$ cat src/rtl/rr_trigger_arbiter.sv
// Round-robin arbiter that pops one upstream trigger counter per cycle and
// registers the winner into a one-entry valid/ready output stage.
module rr_trigger_arbiter #(
  parameter int unsigned NUM_PORTS = 4,
  localparam int unsigned IDX_W = (NUM_PORTS > 1) ? $clog2(NUM_PORTS) : 1
) (
  input  logic                 clk,
  input  logic                 rst,
  input  logic [NUM_PORTS-1:0] req_valid,
  output logic [NUM_PORTS-1:0] req_pop,
  output logic                 out_valid,
  output logic [NUM_PORTS-1:0] out_onehot,
  output logic [IDX_W-1:0]     out_idx,
  input  logic                 out_ready
);

  // Highest legal index; also the reset value of last_q so port 0 wins first.
  localparam logic [IDX_W-1:0] LastMax   = IDX_W'(NUM_PORTS - 1);
  localparam logic [IDX_W:0]   NumPortsW = (IDX_W + 1)'(NUM_PORTS);

  logic [IDX_W-1:0]     last_q, last_d;
  logic                 out_valid_q, out_valid_d;
  logic [NUM_PORTS-1:0] out_onehot_q, out_onehot_d;
  logic [IDX_W-1:0]     out_idx_q, out_idx_d;

  logic [IDX_W-1:0]       start_idx;
  logic [2*NUM_PORTS-1:0] req_dbl;
  logic [2*NUM_PORTS-1:0] req_rot;
  logic [IDX_W-1:0]       offset;
  logic [IDX_W:0]         idx_sum;
  logic [IDX_W-1:0]       grant_idx;
  logic [NUM_PORTS-1:0]   grant_oh;
  logic                   can_load;
  logic                   fire;

  // Priority search: rotate requests so the port after last_q sits at bit 0,
  // find the first set bit, then map the offset back modulo NUM_PORTS.
  always_comb begin
    start_idx = (last_q == LastMax) ? '0 : last_q + 1'b1;
    req_dbl   = {req_valid, req_valid};
    req_rot   = req_dbl >> start_idx;
    offset    = '0;
    for (int i = int'(NUM_PORTS) - 1; i >= 0; i--) begin
      if (req_rot[i]) begin
        offset = IDX_W'(i);
      end
    end
    // start_idx + offset never exceeds 2*NUM_PORTS-2, so one subtract wraps it.
    idx_sum = {1'b0, start_idx} + {1'b0, offset};
    if (idx_sum >= NumPortsW) begin
      idx_sum = idx_sum - NumPortsW;
    end
    grant_idx = idx_sum[IDX_W-1:0];
    grant_oh  = '0;
    for (int i = 0; i < int'(NUM_PORTS); i++) begin
      grant_oh[i] = (grant_idx == IDX_W'(i));
    end
  end

  // Handshake: a new grant may load whenever the output stage is empty or
  // being drained this cycle; reset suppresses any upstream pop.
  always_comb begin
    can_load = !out_valid_q || out_ready;
    fire     = can_load && (|req_valid) && !rst;
    req_pop  = fire ? grant_oh : '0;
  end

  // Next-state for the rotation pointer and the output stage.
  always_comb begin
    last_d       = last_q;
    out_valid_d  = out_valid_q;
    out_onehot_d = out_onehot_q;
    out_idx_d    = out_idx_q;
    if (fire) begin
      last_d       = grant_idx;
      out_valid_d  = 1'b1;
      out_onehot_d = grant_oh;
      out_idx_d    = grant_idx;
    end else if (out_valid_q && out_ready) begin
      out_valid_d = 1'b0;
    end
  end

  // State registers with synchronous reset; a held grant is dropped on reset.
  always_ff @(posedge clk) begin
    if (rst) begin
      last_q       <= LastMax;
      out_valid_q  <= 1'b0;
      out_onehot_q <= '0;
      out_idx_q    <= '0;
    end else begin
      last_q       <= last_d;
      out_valid_q  <= out_valid_d;
      out_onehot_q <= out_onehot_d;
      out_idx_q    <= out_idx_d;
    end
  end

  assign out_valid  = out_valid_q;
  assign out_onehot = out_onehot_q;
  assign out_idx    = out_idx_q;

endmodule

$ cat config.mk
export PLATFORM = sky130hd
export DESIGN_NAME = rr_trigger_arbiter
export DESIGN_NICKNAME = d
export VERILOG_FILES = /design/src/rtl/rr_trigger_arbiter.sv
export SDC_FILE = /design/constraint.sdc
export NUM_CORES = 1
export LEC_CHECK = 0
export BUFFER_PORTS_ARGS = -buffer_cell sky130_fd_sc_hd__buf_2
export CELL_PAD_IN_SITES_DETAIL_PLACEMENT = 0
export CELL_PAD_IN_SITES_GLOBAL_PLACEMENT = 1
export CORE_MARGIN = 2
export CORE_UTILIZATION = 35
export CTS_CLUSTER_SIZE = 25
export DETAILED_ROUTE_END_ITERATION = 8
export PLACE_DENSITY = 0.82
export SLEW_MARGIN = 15
export SYNTH_ARGS = -nofsm -noshare
export SYNTH_HDL_FRONTEND = slang
export SYNTH_SLANG_ARGS = --single-unit
$ cat constraint.sdc
create_clock -name clk -period 3 [get_ports clk]
set_input_delay 0.15 -clock clk [delete_from_list [all_inputs] [get_ports clk]]
set_output_delay 0.15 -clock clk [all_outputs]
set_load 0.005 [all_outputs]
==> flow_metrics.tcl <==
set metrics [dict create \
    synth_most_common_cell "dfxtp_1" \
    syn_inst 75 \
    grt_usage_pct 13.7 \
    worstHoldPathType "in2reg" \
    slowest_stage "ha_2" \
    worst_setup_path_end_kind "output pin" \
    row_count 15 \
    cts_buffers 3 \
    powerDensity_nw_per_um2 839 \
    crit_required_ns 2.85 \
    m1WireLength_um 614 \
    drt-pass1-iter-count 4 \
    dieHeight_um 46.4 \
    clkSinkCount 9 \
    crit_arrival_ns 2.58 \
    core_area_um2 1710 \
    vias 636 \
    drt_iter0_drc 22 \
    io_buffers 17 \
    route.met2.wl_um 643 \
    p_leak_nw 0.334 \
    fin_skew_ns 0.00893 \
    setup_viol 0 \
    holdCritStartpoint "rst" \
    setup_slack_ns 0.268 \
    synth_top_cells_by_count "dfxtp_1 (9), nand3_1 (8), o211ai_1 (8), nor2_1 (7), nand2_1 (6)" \
    start_util_pct 36.8 \
    hold_buffers 0 \
    cp-start-kind "flip-flop" \
    critPathMaxFanout 7 \
    wl_met3_um 100 \
    die-area_um2 2150 \
    crit_chain "ha_2 > nand2_1 > a21oi_1 > nor2_1 > a21oi_1 > o21ai_0 > ha_1 > nor2b_1 > nand3_1 > a21o_2 > o21ai_0 > buf_2" \
    clock_latency_ns 0.26 \
    post_synth_num_cell_types 27 \
    status "finished clean" \
    gp_congestion 0.837 \
    htreeDepth 1 \
    rsz0062_at_grt "no" \
    drtAntennaViolNets 0 \
    maxCapViolCount 0 \
    final_max_slew_viol_count 0 \
    clkTransAtPathRegs_ns 0.06 \
    preCtsSetupSlack_ns 0.486 \
    period_share_pct 91.1 \
    synth_area_per_cell_um2 8.37 \
    finalSetupTns_ns 0 \
    r2r_start "last_q[0]$_SDFFE_PP1P_" \
    ys_seq_elements 9 \
    reg2reg_slack_ns 0.71 \
    antenna_found_initial 0 \
    area_growth_pct 24.3 \
    dp_hpwl_um 1040 \
    wl_um 1370 \
    clock-root-buffer "clkbuf_4" \
    seq_area_frac_synth_pct 28.7 \
    async_flop_share_pct 0 \
    drive_gt1_share_pct 36.5 \
    wire_per_inst_um 11.3 \
    syn_nets 84 \
    grt_max_degree 10 \
    drc 0 \
    hold_depth 2 \
    post_cts_buffers 0 \
    ys.flop_type "dfxtp_1" \
    grt_first_pass_wirelength_um 2120 \
    finalCriticalPeriod_ns 2.73 \
    cts_resized 0 \
    hold_viol 0 \
    first_global_vias 533 \
    ir_drop_mv 0.382 \
    top_layer_used "met4" \
    ioPinCount 18 \
    num-nets-final 106 \
    synth_edf_count 0 \
    min_to "out_valid$_SDFFE_PP0P_" \
    cts_tree "done" \
    antenna_cells 0 \
    viasPerCell 5.26 \
    synth_top_area_share_pct 28.7 \
    critPathKind "reg2out" \
    dieWidth_um 46.4 \
    yosysTopAreaCell "dfxtp_1" \
    clk_path_buf_depth 2 \
    max_freq_mhz 366 \
    ys_top_cells_by_area "dfxtp_1 (29%), o211ai_1 (9.6%), nand3_1 (6.4%), nor2_1 (4.2%), a21o_2 (4.2%)" \
    yosysWarnings 0 \
    synth_area_um2 628 \
    critical_path.max_stage_delay_ns 0.43 \
    grt-ovfl-total 0 \
    ff2ff_path_depth 11 \
    tightest_slew_ns 0.367 \
    slew-limit-headroom_pct 75.3 \
    reg2reg_to "out_onehot[3]$_SDFFE_PP0P_" \
]
## worst max-delay path by stage
stage	start	to	slack, ns	cells past startpoint
floorplan	last_q[0]$_SDFFE_PP1P_	req_pop[2]	0.80	11
global placement	last_q[0]$_SDFFE_PP1P_	req_pop[0]	0.49	12
detailed placement	last_q[0]$_SDFFE_PP1P_	req_pop[2]	0.49	12
CTS	last_q[0]$_SDFFE_PP1P_	req_pop[0]	0.19	12
global route	last_q[0]$_SDFFE_PP1P_	req_pop[1]	0.07	12
finish	last_q[0]$_SDFFE_PP1P_	req_pop[3]	0.27	12
## layout by cell type, fill, tap and decap left out, drive strengths merged
cell      n
o211ai    9
a2bb2oi   1
nand2     6
o22ai     1
a21o      5
ha        2
nor2b     3
a211oi    1
nand3     8
o31ai     1
xnor2     1
buf      17
o21ai     5
nor4      2
nand3b    2
and2      1
and4      1
dfxtp     9
a21oi     5
xor2      1
clkbuf    4
nor2      7
inv       4
## routing by layer
metal | vias up | GRT usage [%]
met3 | 2 | 2.35
met1 | 286 | 16.7
met2 | 22 | 23.1
met4 | 0 | 6.86
li1 | 326 | -
met5 | - | 0
## sequential cells by signal, indices dropped and copies added, names as in the netlist
register / cells
out_onehot: 4
last_q: 2
out_idx: 2
out_valid: 1
## logic make-up (layout without fill, tap and decap cells)
family,Yosys count,count (layout),synth area share [%]
simple gates,30,30,27.9
buf+inv,4,25,2.39
flops,9,9,28.7
fa+ha+maj,2,2,3.98
xor+xnor,2,2,2.79
compound gates,28,28,34.3
## power breakdown
group          internal (mW)  switching [mW]  total (mW)
combinational          0.181           0.193       0.373
clock                 0.0512          0.0414      0.0925
sequential             0.164          0.0252       0.189
total                  0.396           0.259       0.655
## area by class of cell
type,instances,area [um^2]
clock buffers,4,26.3
fillers,178,927
inverters,4,15.0
multi-input cells,62,443
flip-flops and latches,9,180
well taps,25,31.3
repair buffers,17,85.1
## worst max-delay path, delay by kind of cell (launching register included)
kind            cells  cell delay [ns]
flops               1             0.37
buf+inv             1             0.13
compound gates      5             0.63
fa+ha+maj           2             0.76
simple gates        4             0.43
## through the flow
stage | hold WS [ns] | utilization [%] | std cells | cell area, um^2 | power, mW
2_1_floorplan | 0.219 | - | 75 | 628 | 0.449
3_3_place_gp | 0.403 | 43.6 | 117 | 744 | 0.548
3_5_place_dp | 0.405 | 43.6 | 117 | 744 | 0.549
4_1_cts | 0.129 | 45.1 | 121 | 771 | 0.644
5_1_grt | 0.148 | 45.7 | 121 | 781 | 0.709
6_report | 0.139 | 45.7 | 121 | 781 | 0.655
(Power assumes the default switching activity.)
